--- src/rtl/ecap5_wb_arbiter.sv ---
// Round-robin N-master to 1-slave arbiter for the pipelined Wishbone bus.
// One master owns the slave port for a whole cyc; acks return only to that owner.
module ecap5_wb_arbiter #(
    parameter int NUM_MASTERS     = 2,
    parameter int ADDR_WIDTH      = 32,
    parameter int DATA_WIDTH      = 32,
    parameter int MAX_OUTSTANDING = 4
) (
    input  logic                                  clk_i,
    input  logic                                  rst_i,
    input  logic [NUM_MASTERS-1:0]                m_cyc_i,
    input  logic [NUM_MASTERS-1:0]                m_stb_i,
    input  logic [NUM_MASTERS-1:0]                m_we_i,
    input  logic [NUM_MASTERS*ADDR_WIDTH-1:0]     m_adr_i,
    input  logic [NUM_MASTERS*DATA_WIDTH-1:0]     m_dat_i,
    input  logic [NUM_MASTERS*DATA_WIDTH/8-1:0]   m_sel_i,
    output logic [DATA_WIDTH-1:0]                 m_dat_o,
    output logic [NUM_MASTERS-1:0]                m_ack_o,
    output logic [NUM_MASTERS-1:0]                m_stall_o,
    output logic [ADDR_WIDTH-1:0]                 wb_adr_o,
    output logic [DATA_WIDTH-1:0]                 wb_dat_o,
    output logic [DATA_WIDTH/8-1:0]               wb_sel_o,
    output logic                                  wb_we_o,
    output logic                                  wb_cyc_o,
    output logic                                  wb_stb_o,
    input  logic [DATA_WIDTH-1:0]                 wb_dat_i,
    input  logic                                  wb_ack_i,
    input  logic                                  wb_stall_i
);

    localparam int SEL_WIDTH = DATA_WIDTH / 8;
    localparam int IW        = $clog2(NUM_MASTERS);
    localparam int CW        = $clog2(MAX_OUTSTANDING + 1);
    localparam logic [IW-1:0] LAST_IDX = IW'(NUM_MASTERS - 1);
    localparam logic [CW-1:0] MAX_CNT  = CW'(MAX_OUTSTANDING);

    // Handshake: a strobe is accepted on a cycle with stb=1 and stall=0; an ack
    // completes the oldest accepted strobe. Dropping cyc aborts anything outstanding.

    typedef enum logic {
        ST_IDLE,
        ST_OWNED
    } state_t;

    state_t          state, state_n;
    logic [IW-1:0]   owner, owner_n;
    logic [IW-1:0]   rr, rr_n;
    logic [CW-1:0]   count, count_n;

    logic [ADDR_WIDTH-1:0] adr_arr [NUM_MASTERS];
    logic [DATA_WIDTH-1:0] dat_arr [NUM_MASTERS];
    logic [SEL_WIDTH-1:0]  sel_arr [NUM_MASTERS];

    logic          owned;
    logic          active;
    logic          release_bus;
    logic          full;
    logic          ack_fwd;
    logic          stb_accept;
    logic [IW-1:0] owner_succ;
    logic [IW-1:0] search_base;
    logic          grant_found;
    logic [IW-1:0] grant_idx;

    always_comb begin
        for (int i = 0; i < NUM_MASTERS; i++) begin
            adr_arr[i] = m_adr_i[i*ADDR_WIDTH +: ADDR_WIDTH];
            dat_arr[i] = m_dat_i[i*DATA_WIDTH +: DATA_WIDTH];
            sel_arr[i] = m_sel_i[i*SEL_WIDTH +: SEL_WIDTH];
        end
    end

    assign owned       = (state == ST_OWNED);
    assign active      = owned & m_cyc_i[owner];
    assign release_bus = owned & ~m_cyc_i[owner];
    assign full        = (count == MAX_CNT);
    assign ack_fwd     = active & wb_ack_i & (count != '0);
    assign stb_accept  = wb_stb_o & ~wb_stall_i;
    assign owner_succ  = (owner == LAST_IDX) ? '0 : owner + IW'(1);
    // On release the search starts just past the old owner, so the hand-over edge
    // already uses the advanced pointer.
    assign search_base = release_bus ? owner_succ : rr;

    // First requester at or above the base, otherwise the lowest one (wrap-around).
    always_comb begin
        grant_found = 1'b0;
        grant_idx   = '0;
        for (int i = 0; i < NUM_MASTERS; i++) begin
            if (!grant_found && m_cyc_i[i] && (IW'(i) >= search_base)) begin
                grant_found = 1'b1;
                grant_idx   = IW'(i);
            end
        end
        for (int i = 0; i < NUM_MASTERS; i++) begin
            if (!grant_found && m_cyc_i[i]) begin
                grant_found = 1'b1;
                grant_idx   = IW'(i);
            end
        end
    end

    always_ff @(posedge clk_i or posedge rst_i) begin
        if (rst_i) begin
            state <= ST_IDLE;
            owner <= '0;
            rr    <= '0;
            count <= '0;
        end else begin
            state <= state_n;
            owner <= owner_n;
            rr    <= rr_n;
            count <= count_n;
        end
    end

    always_comb begin
        state_n = state;
        owner_n = owner;
        rr_n    = rr;
        count_n = count;
        if (!owned || release_bus) begin
            count_n = '0;
            if (release_bus) begin
                rr_n = owner_succ;
            end
            if (grant_found) begin
                state_n = ST_OWNED;
                owner_n = grant_idx;
            end else begin
                state_n = ST_IDLE;
            end
        end else begin
            case ({stb_accept, ack_fwd})
                2'b10:   count_n = count + CW'(1);
                2'b01:   count_n = count - CW'(1);
                default: count_n = count;
            endcase
        end
    end

    always_comb begin
        wb_cyc_o  = active;
        wb_stb_o  = active & m_stb_i[owner] & ~full;
        wb_we_o   = active & m_we_i[owner];
        wb_adr_o  = active ? adr_arr[owner] : '0;
        wb_dat_o  = active ? dat_arr[owner] : '0;
        wb_sel_o  = active ? sel_arr[owner] : '0;
        m_dat_o   = wb_dat_i;
        m_ack_o   = '0;
        m_stall_o = '1;
        if (active) begin
            m_stall_o[owner] = wb_stall_i | full;
            m_ack_o[owner]   = ack_fwd;
        end
    end

endmodule

--- config.mk ---
export PLATFORM = sky130hd
export DESIGN_NAME = ecap5_wb_arbiter
export DESIGN_NICKNAME = d
export VERILOG_FILES = /design/src/rtl/ecap5_wb_arbiter.sv
export SDC_FILE = /design/constraint.sdc
export NUM_CORES = 1
export LEC_CHECK = 0
export BUFFER_PORTS_ARGS = -buffer_cell sky130_fd_sc_hd__buf_4
export CAP_MARGIN = 10
export CORE_AREA = 10 10 103 105
export DETAILED_ROUTE_END_ITERATION = 10
export DIE_AREA = 0 0 113 115
export GPL_TIMING_DRIVEN = 1
export SETUP_SLACK_MARGIN = 0.02
export SLEW_MARGIN = 20
export SYNTH_ARGS = -nofsm -noshare
export SYNTH_HDL_FRONTEND = slang
export SYNTH_SLANG_ARGS = --single-unit
--- constraint.sdc ---
create_clock -name clk_i -period 2.7 [get_ports clk_i]
set_input_delay 0.27 -clock clk_i [delete_from_list [all_inputs] [get_ports clk_i]]
set_output_delay 0.27 -clock clk_i [all_outputs]
set_load 0.005 [all_outputs]
# --- Yosys cells after proc, flatten, opt, wreduce, memory -nomap -nowiden ---
# Cells that the tools add are included.
op_classes:
  add_sub_neg: 3
  multipliers: 0
  div: 0
  order_cmp: 5
  n_eq_ne: 3
  shifts: 0
  muxes: 34
  bitwise: 16
  n_reduce_logical: 14
ops:
  columns: ["operator", "count"]
  rows:
  - ["$mux 32", 8]
  - ["$mux 1", 17]
  - ["$mux 4", 4]
  - ["$and 1x1->1", 8]
  - ["$logic_and 1x1->1", 6]
  - ["$pmux 3 s2", 1]
  - ["$reduce_bool 3->1", 2]
  - ["$logic_not 1->1", 4]
  - ["$mux 2", 2]
  - ["$add 3x1->3 const B", 1]
  - ["$eq 3x3->1 const B", 1]
  - ["$mux 3", 1]
  - ["$not 1->1", 3]
  - ["$sub 3x1->3 const B", 1]
  - ["$and 2x2->2", 1]
  - ["$eq 2x1->1 const B", 1]
  - ["$eq 2x2->1 const B", 1]
  - ["$ge 1x1->1 const A", 2]
  - ["$ge 2x2->1 const B", 1]
  - ["$lt 1x2->1 const B", 1]
  - ["$not 1->2", 1]
  - ["$not 2->2", 1]
  - ["$or 2x2->2", 1]
  - ["$reduce_and 2->1", 1]
  - ["other kinds (5)", 5]
word_totals:
  register_bits: 6
  latch_bits: 0
  ramBits: 0
  romBits: 0
  input_bits: 178
  out_inout_bits: 107
  wordCells: 79
  mem_count: 0

# --- Longest topological paths before layout ---
# Gate-level depths: netlist (run 1).
logic_depth:
  word_depth: 19
  depth_mapped: 8
  ltp_nobuf: 7

# --- Least setup slack after synthesis (run 1) ---
# Ideal clock, no wire load.
synth_path:
  path_kind: "register -> register"
  from: "reg owner"
  to: "reg count[2]"
  setup_ns: 0.079
  t_arrival_ns: 1.872
  required_time_ns: 2.621
  slack_ns: 0.749
  path_stages_with_launch: 9
  cell_sequence: "dfrtp_1 > buf_6 > mux2i_2 > nor3_1 > nor3_1 > fa_1 > and2_1 > mux2i_1 > mux2i_1"
synth_via:
  elab_chain_cells: 9
  word_cells_on_any_way: 18
  classes_between: "eq/ne: 2; mux: 6; bitwise: 8; reduce/logical: 2"
synth_lines:
  columns: ["element", "line", "rtl"]
  rows:
  - ["start: declaration", "46", "logic [IW-1:0] owner, owner_n;"]
  - ["start signal: assignment", "110", "owner <= owner_n;"]
  - ["$mux 1 (implied by the code) (2 in a row)", "74, 75", null]
  - ["$and 1x1->1", "74", "assign active = owned & m_cyc_i[owner];"]
  - ["$and 1x1->1 (2 in a row)", "143", "wb_stb_o = active & m_stb_i[owner] & ~full;"]
  - ["$and 1x1->1", "78", "assign stb_accept = wb_stb_o & ~wb_stall_i;"]
  - ["$eq 2x1->1 or $eq 2x2->1 (tied branches)", "133", "case ({stb_accept, ack_fwd})"]
  - ["$pmux 3 s2", "133", null]
  - ["$mux 3", "121", "if (!owned || release_bus) begin"]
  - ["end signal: assignment", "112", "count <= count_n;"]
  - ["end: declaration", "48", "logic [CW-1:0] count, count_n;"]
# Several ways; a longest one is shown, not always the timed one. The select of a mux whose other input is x is not followed.
# A chain may end at the register's enable or synchronous reset.

# --- Worst setup path in the final report (run 1) ---
layout_path:
  from: "reg owner"
  to: "out wb_adr_o[3]"
layout_via:
  elab_chain_cells: 5
  word_cells_on_any_way: 8
  classes_between: "mux: 6; bitwise: 2"
layout_lines:
  columns: ["element", "line", "rtl"]
  rows:
  - ["$not 1->2 (implied by the code)", "145", "wb_adr_o = active ? adr_arr[owner] : '0;"]
  - ["$mux 32 (implied by the code) (3 in a row)", "145", null]
  - ["$mux 32 (*)", "145", null]
  - ["end: declaration", "20", "output logic [ADDR_WIDTH-1:0] wb_adr_o,"]
# Every way passes the cells marked *; elsewhere a longest branch is shown, timed or not. The select of a mux whose other input is x is not followed.

==> results.json, run 1 <==
{
  "fin_hold_ws_ps": 267,
  "min_period_ps": 2250,
  "fin_area_sq_um": 2960,
  "synthCells": 173,
  "end_kind": "output pin",
  "place.detailed.hpwl_um": 9510,
  "cp-start-kind": "flop",
  "slew_headroom_pct": 62.0,
  "fin_cells": 461,
  "grt_pass1_vias": 2305,
  "drive_gt1_share_pct": 65.4,
  "cts_tree": "built",
  "antenna_left": 0,
  "antenna_found_initial": 0,
  "cts_resized": 0,
  "grt_pass1_wl_um": 14500,
  "initialDrtViolationCount": 75,
  "multi_input_area_sq_um": 898,
  "fp.dieW_um": 113,
  "hold_viol_final": 0,
  "row_count": 34,
  "clock_path_buffers": 2,
  "final_common_cell": "buf_4",
  "power_density_nw_per_um2": 287,
  "fmax_mhz": 445,
  "p_leak_uw": 0.00161,
  "arrival_ps": 1980,
  "synth_ff_type": "dfrtp_1",
  "syn_nets": 352,
  "maxCapViolCount": 0,
  "fin_crit_sh_pct": 83.3,
  "cts.sink_count": 6,
  "cp_max_fo": 35,
  "wl_per_cell_um": 22.7,
  "fin_skew_ps": 0.941,
  "hold_path.class": "input pin to flop",
  "setup_tns_ps": 0,
  "crit_required_ps": 2430,
  "ys_ff_latch": 6,
  "h-tree-depth": 1,
  "setup_viol": 0,
  "peakVddDrop_v": 0.000104,
  "critPathKind": "flop to output pin",
  "clkLatencyLatePin_ps": 220,
  "fin_nets": 534,
  "grt_usage_pct": 14.2,
  "root_buffer": "clkbuf_8",
  "dpl_cell_area_sq_um": 2910,
  "numPortBuffers": 220,
  "vias_per_cell": 4.55,
  "yosysUniqueCellTypes": 27,
  "area_growth_pct": 116,
  "grt_setup_unrepaired": "no",
  "seq_area_sq_um": 150,
  "mostFrequentLayoutCells": "buf_4, a22o_1, nand2_1, nor3_1, dfrtp_1",
  "fp.dieH_um": 115,
  "place_inst": 457,
  "firstDrtPassIters": 4,
  "boundaryPins": 285,
  "coreArea_sq_um": 8550,
  "grt_overflow": 0,
  "synth_edf_count": 0,
  "die_area_sq_um": 13000,
  "netlist_area_sq_um": 1370,
  "synth_area_per_cell_sq_um": 7.91,
  "synth_warnings": 0,
  "initial_core_util_pct": 16.0,
  "gp_congestion": 0.879,
  "async_flop_share_pct": 100,
  "worstMarginPinSlew_ps": 571,
  "drc": 0,
  "wirelength_um": 10400,
  "n_antenna_cell": 0,
  "finalMaxSlewViolations": 0,
  "cts_made_buffers": 3,
  "n_fill_cell": 904,
  "clkTransAtPathRegs_ps": 30,
  "cts_setup_buffers": 0,
  "vias": 2098,
  "grt_max_degree": 54,
  "ctsHoldBuffers": 1,
  "status": "complete, no violations",
  "synth-seq-area-share_pct": 11.0
}
[metrics by stage]
step / total power [uW] / setup slack [ps] / utilization (%)
3_5_place_dp: 728 / 593 / 34.0
4_1_cts: 865 / 395 / 34.6
2_1_floorplan: 366 / 749 / -
6_report: 849 / 451 / 34.6
5_1_grt: 910 / 277 / 34.6
3_3_place_gp: 720 / 625 / 34.0
[cell families (layout without fill, tap and decap cells)]
family                     Yosys count  count (layout)  share of synthesized area [%]
muxes                                4               4                           3.20
buffers and inverters               53             233                           24.0
adders and majority gates            1               1                           1.46
and+or+nand+nor                     26              26                           9.69
DFF                                  6               6                           11.0
AOI/OAI and AO/OA                   83              83                           50.6
[layout make-up]
cell class,count,share of cell area (%)
sequential,6,5.07
clock buffer,3,1.39
tap,108,4.56
timing repair buffer,225,58.0
inverter,5,0.634
multi-input combinational,114,30.3
[power breakdown]
group	switching, uW	internal, uW
Clock	35.6	95.5
Combinational	238	362
Sequential	16.8	101
[path summary, 6_finish.rpt]
kind	slack, ps	start	depth (start not counted)	to
setup reg to reg	610	owner$_DFFE_PP0P_	7	count[2]$_DFFE_PP0P_
max in group asynchronous	1970	rst_i	3	count[2]$_DFFE_PP0P_
hold reg to reg	560	rr$_DFFE_PP0P_	2	rr$_DFFE_PP0P_
setup / recovery	450	owner$_DFFE_PP0P_	4	wb_adr_o[3]
hold / removal	270	m_cyc_i[0]	2	owner$_DFFE_PP0P_
min in group asynchronous	530	rst_i	3	count[1]$_DFFE_PP0P_
[layer usage]
metal  share of wire (%)  GRT usage [%]  up-vias
met2                  49           23.4      128
met4                 2.2           2.79        0
met5                   0              0        -
met3                 9.9           6.93       10
li1                    -              -     1004
met1                  39           16.4      956
[critical path, stage by stage, from the launching register on]
cell     delay (ps)
dfrtp_1         500
and3_2          620
buf_12          270
a22o_1          220
buf_4           130
[sequential cells by signal (all words and copies together), names as in the netlist]
| register | flops |
|---|---|
| count | 3 |
| owned | 1 |
| owner | 1 |
| rr | 1 |
[cells in the mapped netlist (3+ instances only)]
| cell type | number | area share, % |
|---|---|---|
| a22o_1 | 69 | 44 |
| buf_4 | 32 | 18 |
| mux2i_1 | 3 | 2.2 |
| nand2_1 | 7 | 1.9 |
| clkbuf_1 | 13 | 3.6 |
| a21oi_1 | 3 | 1.1 |
| o21ai_0 | 5 | 1.8 |
| nor3_1 | 7 | 2.6 |
| inv_1 | 5 | 1.4 |
| dfrtp_1 | 6 | 11 |
| nor2_1 | 3 | 0.82 |
Note: power is estimated with default switching activity, not from simulation.
==> inputs of run 2 (changes only) <==
--- a/config.mk
+++ b/config.mk
@@ -5,6 +5,7 @@
 export SDC_FILE = /design/constraint.sdc
 export NUM_CORES = 1
 export LEC_CHECK = 0
+export ABC_AREA = 1
 export BUFFER_PORTS_ARGS = -buffer_cell sky130_fd_sc_hd__buf_4
 export CAP_MARGIN = 10
 export CORE_AREA = 10 10 103 105
==> constraint.sdc (replaced) <==
create_clock -name clk_i -period 1.9 [get_ports clk_i]
set_input_delay 0.19 -clock clk_i [delete_from_list [all_inputs] [get_ports clk_i]]
set_output_delay 0.19 -clock clk_i [all_outputs]
set_load 0.005 [all_outputs]
==> results.json, run 2 <==
{
  "fp.dieH_um": 115,
  "cts_made_buffers": 3,
  "gp_congestion": 0.836,
  "place.detailed.hpwl_um": 7850,
  "finalWorstSetupSlack_ps": -66.7,
  "setup_viol": 37,
  "drive_gt1_share_pct": 72.0,
  "synth-seq-area-share_pct": 10.5,
  "end_kind": "output pin",
  "antenna_found_initial": 0,
  "mostFrequentLayoutCells": "buf_4, a22o_1, buf_6",
  "wirelength_um": 11000,
  "fmax_mhz": 508,
  "wl_per_cell_um": 21.9,
  "dpl_cell_area_sq_um": 2980,
  "status": "finished, violations left",
  "synth_area_per_cell_sq_um": 7.89,
  "finalPower_uw": 4070,
  "drc": 0,
  "initialDrtViolationCount": 106,
  "maxCapViolCount": 0,
  "async_flop_share_pct": 100,
  "finalMaxSlewViolations": 0,
  "critPathKind": "flop to output pin",
  "setup_tns_ps": -1230,
  "grt_pass1_wl_um": 14600,
  "fin_skew_ps": 0.129,
  "netlist_area_sq_um": 1430,
  "hold_viol_final": 0,
  "grt_pass1_vias": 2353,
  "root_buffer": "clkbuf_8",
  "syn_nets": 360,
  "synth_ff_type": "dfrtp_1",
  "fp.dieW_um": 113,
  "critPathLaunch": "owner$_DFFE_PP0P_",
  "grt_max_degree": 19,
  "yosysMostFrequentCell": "a22o_1",
  "vias_per_cell": 4.52,
  "die_area_sq_um": 13000,
  "arrival_ps": 1780,
  "firstDrtPassIters": 4,
  "boundaryPins": 285,
  "worstMarginPinSlew_ps": 244,
  "post-place-ws_ps": 64.9,
  "ys_top_cells_by_area": "a22o_1, buf_4, dfrtp_1",
  "clkLatencyLatePin_ps": 220,
  "synth_top_area_share_pct": 42.3,
  "area_growth_pct": 157,
  "slew_headroom_pct": 83.7,
  "fin_nets": 577,
  "largest_reg_flops": 3,
  "synth_warnings": 0,
  "min_period_ps": 1970,
  "cts.sink_count": 6,
  "power_density_nw_per_um2": 1110,
  "grt_usage_pct": 13.8,
  "violations": "negative setup slack",
  "fin_crit_sh_pct": 104,
  "fin_area_sq_um": 3670,
  "synthTopCellsByCount": "a22o_1, buf_4, nand2_1",
  "final_common_cell": "buf_4",
  "clkTransAtPathRegs_ps": 30,
  "antenna_left": 0,
  "coreArea_sq_um": 8550,
  "vias": 2277,
  "cp-start-kind": "flop",
  "cts_tree": "built",
  "synthCells": 181,
  "largest-register": "count",
  "clock_path_buffers": 2,
  "grt_overflow": 0,
  "crit_required_ps": 1710,
  "fin_hold_ws_ps": 196,
  "min-delay-start": "m_cyc_i[1]",
  "row_count": 34,
  "numPortBuffers": 220,
  "peakVddDrop_v": 0.000705,
  "yosysUniqueCellTypes": 22,
  "synth_edf_count": 0,
  "hold_path.class": "input pin to flop",
  "p_leak_uw": 0.00197,
  "r2r_start": "owner$_DFFE_PP0P_",
  "grt_setup_unrepaired": "yes",
  "n_fill_cell": 833,
  "h-tree-depth": 1,
  "ys_ff_latch": 6,
  "n_antenna_cell": 0,
  "cp_max_fo": 5,
  "initial_core_util_pct": 16.7,
  "synth_area_leader_cell": "a22o_1"
}
run 2: changes by cell type after synthesis, moves of 5 or more:
cell	change
nand2_1	+12
nor3_1	-7
inv_1	+5
o21ai_0	-5
nand3_1	+5
clkbuf_1	-13
buf_2	+5
buf_6	+7
run 2: area by class of cell:
cell class	count	area, sq um	area share, %
clock buffer	3	41.3	1.13
inverter	13	68.8	1.88
multi-input combinational	115	941	25.7
sequential	6	151	4.13
tap	108	135	3.68
timing repair buffer	258	2320	63.2
timing repair inverter	1	11.3	0.307
run 2: worst paths after layout:
check                                        to  slack [ps]  cells after the start
setup / recovery                   wb_adr_o[12]         -70                     10
min in group asynchronous  count[2]$_DFFE_PP0P_         450                      3
hold / removal                owned$_DFFE_PP0P_         200                      3
max in group asynchronous     owner$_DFFE_PP0P_        1240                      3
setup reg to reg           count[2]$_DFFE_PP0P_         -40                     13
hold reg to reg                  rr$_DFFE_PP0P_         520                      2
run 2: layer usage:
metal | wire (um) | up-vias | GRT usage [%] | share of wire [%]
li1 | - | 1078 | - | -
met1 | 4230 | 1046 | 16.3 | 38
met2 | 5660 | 129 | 23.8 | 51
met3 | 991 | 24 | 4.48 | 9.0
met4 | 139 | 0 | 3.13 | 1.3
met5 | 0 | - | 0 | 0
run 2: report_power, final:
group	internal (uW)	switching (uW)	leakage, uW
combinational	2170	1490	0.00187
clock	136	53.4	0.0000216
sequential	178	48.6	0.0000725
run 2: metrics by stage:
step                util (%)  std cells
floorplan                  -        181
global placement        34.8        472
detailed placement      34.8        472
CTS                     39.0        491
global route            42.9        504
finish                  42.9        504
run 2: cell families (layout without fill, tap and decap cells):
family,count (synthesis),count (layout),synth area share [%]
compound gates,75,75,45.6
fa+ha+maj,1,1,1.40
xor+xnor,1,1,0.613
simple gates,38,38,12.9
flops,6,6,10.5
buf+inv,60,275,29.0
run 2: critical path, stage by stage, from the launching register on:
cell       delay, ps
dfrtp_2          430
nor2_4           120
nor2_4            60
buf_6            110
buf_6            120
nand2_8           90
buf_12           110
inv_8             40
clkbuf_16        140
a22o_1           190
buf_4            130
run 2: timing repair:
action                                  CTS  global route
pin swaps                                 3            34
setup buffers                            10             4
endpoints found under the setup margin   70            73
hold endpoints to repair                  6             0
hold buffers                              1             0
cloned                                    5            12
resized for setup                        18            37
